$ cat src/rtl/lcd_fill_spi.sv
// Streams one RGB565 colour to every pixel of an SPI LCD panel:
// a 0x2C memory-write command, then PIXELS hi/lo byte pairs.
module lcd_fill_spi #(
  parameter int PIXELS  = 57600,
  parameter int CLK_DIV = 2
) (
  input  logic        clock,
  input  logic        reset,
  input  logic [15:0] color,
  input  logic        ready,
  output logic        spi_sclk,
  output logic        spi_mosi,
  output logic        spi_cs_n,
  output logic        spi_dc,
  output logic        busy,
  output logic        done
);

  localparam int PW = $clog2(PIXELS + 1);

  typedef enum logic [2:0] {
    IDLE,
    CMD,
    PIX_HI,
    PIX_LO,
    GAP
  } state_t;

  state_t r_state;
  state_t w_next;

  logic [15:0]   r_col;
  logic [15:0]   r_pend_col;
  logic          r_pend;
  logic [7:0]    r_div;
  logic          r_half;
  logic [2:0]    r_bit;
  logic [PW-1:0] r_pix;

  logic        w_half_end;
  logic        w_bit_end;
  logic        w_byte_end;
  logic        w_last_pix;
  logic        w_req;
  logic [15:0] w_req_col;
  logic        w_enter_cmd;
  logic        w_active;
  logic [7:0]  w_byte;

  assign w_half_end = (r_div == 8'(CLK_DIV - 1));
  assign w_bit_end  = w_half_end & r_half;
  assign w_byte_end = w_bit_end & (r_bit == 3'd7);
  assign w_last_pix = (r_pix == PW'(PIXELS - 1));

  // A strobe arriving on the GAP exit cycle wins over an older pending one.
  assign w_req     = ready | r_pend;
  assign w_req_col = ready ? color : r_pend_col;

  assign w_enter_cmd = (w_next == CMD) && (r_state != CMD);

  always_comb begin
    w_next = r_state;
    unique case (r_state)
      IDLE:   if (ready) w_next = CMD;
      CMD:    if (w_byte_end) w_next = PIX_HI;
      PIX_HI: if (w_byte_end) w_next = PIX_LO;
      PIX_LO: begin
        if (w_byte_end) begin
          w_next = w_last_pix ? GAP : PIX_HI;
        end
      end
      GAP:    if (w_bit_end) w_next = w_req ? CMD : IDLE;
      default: w_next = IDLE;
    endcase
  end

  always_ff @(posedge clock) begin
    if (reset) r_state <= IDLE;
    else       r_state <= w_next;
  end

  always_ff @(posedge clock) begin
    if (reset) begin
      r_div      <= '0;
      r_half     <= 1'b0;
      r_bit      <= '0;
      r_pix      <= '0;
      r_col      <= '0;
      r_pend     <= 1'b0;
      r_pend_col <= '0;
    end else begin
      if (r_state == IDLE) begin
        r_div  <= '0;
        r_half <= 1'b0;
        r_bit  <= '0;
      end else if (w_half_end) begin
        r_div  <= '0;
        r_half <= ~r_half;
        // GAP reuses the bit timer for its length but sends no bits.
        if (r_half && r_state != GAP) r_bit <= r_bit + 3'd1;
      end else begin
        r_div <= r_div + 8'd1;
      end

      if (w_enter_cmd) begin
        r_pix <= '0;
      end else if (r_state == PIX_LO && w_byte_end &&
                   r_pix != PW'(PIXELS)) begin
        r_pix <= r_pix + PW'(1);
      end

      if (w_enter_cmd) begin
        r_col  <= w_req_col;
        r_pend <= 1'b0;
      end else if (ready && r_state != IDLE) begin
        r_pend     <= 1'b1;
        r_pend_col <= color;
      end
    end
  end

  always_comb begin
    w_byte = 8'h00;
    unique case (1'b1)
      r_state == CMD:    w_byte = 8'h2C;
      r_state == PIX_HI: w_byte = r_col[15:8];
      r_state == PIX_LO: w_byte = r_col[7:0];
      default:           w_byte = 8'h00;
    endcase
  end

  assign w_active = (r_state == CMD) || (r_state == PIX_HI) ||
                    (r_state == PIX_LO);

  assign spi_cs_n = ~w_active;
  assign spi_dc   = (r_state == PIX_HI) || (r_state == PIX_LO);
  assign spi_sclk = w_active & r_half;
  assign spi_mosi = w_active & w_byte[~r_bit];
  assign busy     = (r_state != IDLE);
  assign done     = (r_state == GAP) && (r_div == 8'd0) && !r_half;

endmodule

$ cat config.mk
export PLATFORM = sky130hd
export DESIGN_NAME = lcd_fill_spi
export DESIGN_NICKNAME = d
export VERILOG_FILES = /design/src/rtl/lcd_fill_spi.sv
export SDC_FILE = /design/constraint.sdc
export NUM_CORES = 1
export LEC_CHECK = 0
export ABC_AREA = 0
export CELL_PAD_IN_SITES_DETAIL_PLACEMENT = 1
export CELL_PAD_IN_SITES_GLOBAL_PLACEMENT = 2
export CORE_ASPECT_RATIO = 0.8
export CORE_MARGIN = 2
export CORE_UTILIZATION = 36
export DETAILED_ROUTE_END_ITERATION = 10
export GPL_ROUTABILITY_DRIVEN = 1
export PLACE_DENSITY = 0.9
export SLEW_MARGIN = 20
export SYNTH_ARGS = -nofsm -noshare
export SYNTH_HDL_FRONTEND = slang
export SYNTH_SLANG_ARGS = --single-unit
$ cat constraint.sdc
create_clock -name clock -period 3.15 [get_ports clock]
set_input_delay 0.63 -clock clock [delete_from_list [all_inputs] [get_ports clock]]
set_output_delay 0.63 -clock clock [all_outputs]
set_load 0.01 [all_outputs]
**After elaboration in Yosys (flattened, before gate mapping)**

Cells that the tools add are included.

- Add/subtract/negate cells: 3
- $lt $le $gt $ge: 1
- Equal/unequal tests: 11
- Muxes and demuxes: 12
- Bitwise operators: 9
- Reductions and logical operators: 19

Operators with widths:

| operator | number |
|---|---|
| 8-bit one-hot mux with 3 select lines | 1 |
| 3-bit two-way mux | 6 |
| 16-bit by 1-bit adder with 16-bit output (second input constant) | 1 |
| 16-bit == test (second input constant) | 1 |
| 16-bit two-way mux | 1 |
| 16-bit != test (second input constant) | 1 |
| 3-bit one-hot mux with 5 select lines | 1 |
| 8-bit by 1-bit adder with 8-bit output (second input constant) | 1 |
| 8-bit by 1-bit == test with 1-bit output (second input constant) | 1 |
| 8-bit zero test | 1 |
| 1-bit logical AND | 7 |
| 3-bit by 1-bit == test with 1-bit output (second input constant) | 2 |
| 3-bit by 2-bit == test with 1-bit output (second input constant) | 2 |
| 3-bit == test (second input constant) | 2 |
| 1-bit AND | 4 |
| 3-bit by 4-bit less-than comparator with 1-bit output (second input constant) | 1 |
| 2-bit AND reduction | 2 |
| 2-bit OR reduction | 2 |
| 3-bit by 1-bit adder with 3-bit output (second input constant) | 1 |
| 1-bit binary-select mux with 3-bit select | 1 |
| 3-bit zero test | 1 |
| 1-bit logical OR | 3 |
| 3-bit by 1-bit != test with 1-bit output (second input constant) | 1 |
| 3-bit != test (second input constant) | 1 |
| 7 further kinds | 10 |

- Flip-flop bits (word level): 64
- Input port bits: 19
- Logic and storage cells: 63

**Logic depth before layout (Yosys ltp)**

- Depth after elaboration: 9
- Depth in mapped cells: 9
- Mapped depth without buffers: 7

**Worst setup path after synthesis**

Ideal clock, no wire load.

- Kind: register -> output
- From: register r_state[1]
- To: output port spi_mosi
- Data arrival time: 1.701 ns
- Path slack: 0.819 ns
- Cell stages (with the launch flop): 8
- Buffers on the path: 2
- Cells stage by stage: dfxtp_1 -> clkbuf_1 -> nor2b_1 -> buf_2 -> inv_1 -> o311ai_0 -> a31oi_1 -> nor4_1

- Cells in the longest elaborated chain, start to end: 5
- Elaborated cells on any way between the ends: 9
- Those cells by class: 3 x eq/ne; 3 x mux; 1 x bitwise; 2 x reduce/logical

Ends and longest elaborated chain:

| element | RTL line | RTL |
|---|---|---|
| start: declaration | 29 | `state_t r_state;` |
| start signal: assignment | 79 | `else r_state <= w_next;` |
| 3-bit by 2-bit == test with 1-bit output, or another cell as far along | 127, 133 |  |
| 8-bit one-hot mux with 3 select lines | 124 | `unique case (1'b1)` |
| 1-bit binary-select mux with 3-bit select | 138 | `assign spi_mosi = w_active & w_byte[~r_bit];` |
| 1-bit two-way mux (not written as such) | 138 |  |
| 1-bit AND * | 138 |  |
| end: declaration | 12 | `output logic spi_mosi,` |

Mark *: on every way between the ends. The rest lies on a longest branch, timed or not. The select of a mux whose other input is x is not followed.

**Worst setup path after layout**

Same ends and word-level chain as after synthesis.

==> flow_summary_export.csv <==
group,metric,value,unit
outcome,status,"finished clean",
floorplan,dieArea,9234,sq um
clock_tree,ctsResizeCount,0,
synthesis,syn_avg_cell_area,9.082,sq um
sta,max_slew.worst_pin.slew,0.7483,ns
synthesis,async_reset_ff_share,0,%
synthesis,yosysTopAreaCell,"dfxtp_1",
layout,final_nets,380,
sta,clock.fmax,0.3384,GHz
drt,routed_wl,7182,um
global_routing,grt_first_pass_wirelength,12370,um
synthesis,synthCells,336,
floorplan,core-area,8371,sq um
clock_tree,cts_max_level,3,
floorplan,die_y,86.35,um
sta,skew,0.007207,ns
synthesis,synth.most_common_cell,"dfxtp_1",
drt,viasPerCell,5.263,
floorplan,fp-row-count,30,
drt,ant_nets,0,
layout,drive_gt1_share,9.192,%
worst_setup_path,arrival,2.32,ns
layout,utilization,42.44,%
clock_tree,cts_tree,"yes",
pwr,power_density,476.0,nW/um^2
worst_setup_path,r2r_slack,0.41,ns
global_routing,antenna_found_initial,0,
worst_setup_path,required,2.52,ns
sta,period_minus_slack,2.955,ns
drt,drt_pass1_iterations,4,
worst_setup_path,critPathKind,"flop to primary output",
floorplan,die_w,106.9,um
worst_setup_path,end_kind,"primary output",
clock_tree,cts.sinks,64,
drt,vias,2479,
synthesis,synth_area,3052,sq um
drt,drc,0,
sta,fin_tns_setup,0,ns
pwr,power.leakage,1.391,nW
clock_tree,clock_latency,0.33,ns
layout,nFillCells,981,
min_path,min_path_type,"flop to flop",
sta,finalMaxSlewViolations,0,
global_routing,grt_max_degree,37,
sta,fin_crit_sh,93.80,%
synthesis,netlist.area_leader.share,41.98,%
clock_tree,clk_pin_slew_worst_paths,0.08,ns
synthesis,synth-warning-count,0,
clock_tree,clock_tree.buffer_depth,2,
synthesis,synth_cell_types,45,
synthesis,synthTopCellsByCount,"dfxtp_1, nor2_1, mux2i_1, a211oi_1, a21oi_1",
global_routing,grt_use_total,17.04,%
synthesis,syn-num-nets,362,
floorplan,io_pins,25,
sta,setup_viol,0,
synthesis,ys.flop_type,"dfxtp_1",
floorplan,start_util,36.46,%
synthesis,synth_edf_count,0,
clock_tree,root_buffer,"clkbuf_8",
placement,place_hpwl,5167,um
drt,drt_iter0_drc,70,
sta,rsz0062_at_grt,"no",
placement,gp_congestion,0.7447,
global_routing,grt_pass1_vias,2618,
clock_tree,postCtsHoldBufs,0,
placement,io_buffers,24,
worst_setup_path,crit_fanout,10,
global_routing,grt.overflow.total,0,
clock_tree,numCtsBuffers,9,
synthesis,ys_ff_latch,64,
synthesis,yosys-top-cells-area,"dfxtp_1, mux2i_1, nor2_1",
drt,wl_per_cell,15.25,um
sta,hold_viol_final,0,
synthesis,seq_area_frac_synth,41.98,%
pwr,vdd_drop_max,0.2217,mV
clock_tree,cts_setup_buffers,0,
layout,syn_to_final_growth,16.40,%
worst_setup_path,cp-start-kind,"flop",
layout,diodes,0,
sta,slew_headroom,49.65,%
run,drv_cap,0,
## logic make-up after synthesis
family	after synthesis	share of synthesized area [%]
simple gates	123	20.83
flops	64	41.98
compound gates	56	12.38
mux	40	14.02
buf+inv	36	5.043
xor+xnor	10	2.870
fa+ha+maj	7	2.870
## final timing paths
check              from        end  depth (start not counted)
min           r_pix[12]  r_pix[12]                          2
min reg2reg   r_pix[12]  r_pix[12]                          2
max          r_state[1]   spi_mosi                          6
max reg2reg    r_div[0]  r_pix[10]                          6
## cells in the final DEF, fill, tap and decap left out, types with 3 or more instances in the layout
cell type        count
a21oi_1             16
inv_1               14
nor2_1              55
or4_1                9
and3_1               4
buf_4                5
nor4_1               4
nand4_1              6
xor2_1               7
o21ai_0              6
o31ai_1              7
nand3_1             15
nor3_1               3
clkdlybuf4s50_1     24
nand2_1              9
xnor2_1              3
a211oi_1            16
ha_1                 7
clkbuf_8            10
or3_1                8
dfxtp_1             62
mux2i_1             36
## registers in the layout, indices dropped and copies added, names as in the netlist
name	count
r_pend_col	16
r_div	8
r_bit	3
r_half	1
r_pix	16
r_state	3
r_pend	1
r_col	16
## final cells by class
| cell class | instances | area (sq um) | share of cell area [%] |
|---|---|---|---|
| Inverter | 14 | 52.55 | 1.479 |
| Clock inverter | 6 | 43.79 | 1.233 |
| Tap cell | 112 | 140.1 | 3.945 |
| Multi-Input combinational cell | 236 | 1617 | 45.51 |
| Clock buffer | 10 | 137.6 | 3.875 |
| Timing Repair Buffer | 29 | 277.8 | 7.820 |
| Sequential cell | 64 | 1284 | 36.14 |
## through the flow
stage	instances	total power, mW	setup WS [ns]	cell area (sq um)	hold WS (ns)
floorplan	336	1.004	0.8189	3052	0.4371
global placement	455	1.063	0.4958	3368	0.4659
detailed placement	455	1.073	0.4036	3368	0.4769
CTS	471	1.717	0.006092	3550	0.4945
global route	471	1.784	0.03593	3552	0.5265
finish	471	1.691	0.1953	3552	0.4934
## critical path, stage by stage (launching register included)
cell and delay (ns):
dfxtp_2 0.43, nor2b_1 0.22, inv_1 0.08, o311ai_1 0.29
a31oi_1 0.08, nor4_1 0.30, clkdlybuf4s50_1 0.60
## report_power, final
part           switching [mW]  internal, mW
clock                   0.330         0.309
sequential             0.0271         0.843
combinational          0.0953        0.0857
total                   0.453          1.24
## metal layers
layer  vias up  GRT usage [%]  part of all wire, %
met2        27          30.34                   50
met3         9          4.586                  2.3
met1      1201          20.19                   46
li1       1242              -                    -
met4         0          5.195                  1.2
met5         -              0                    0
No activity file was read; power rests on OpenSTA's default activity.
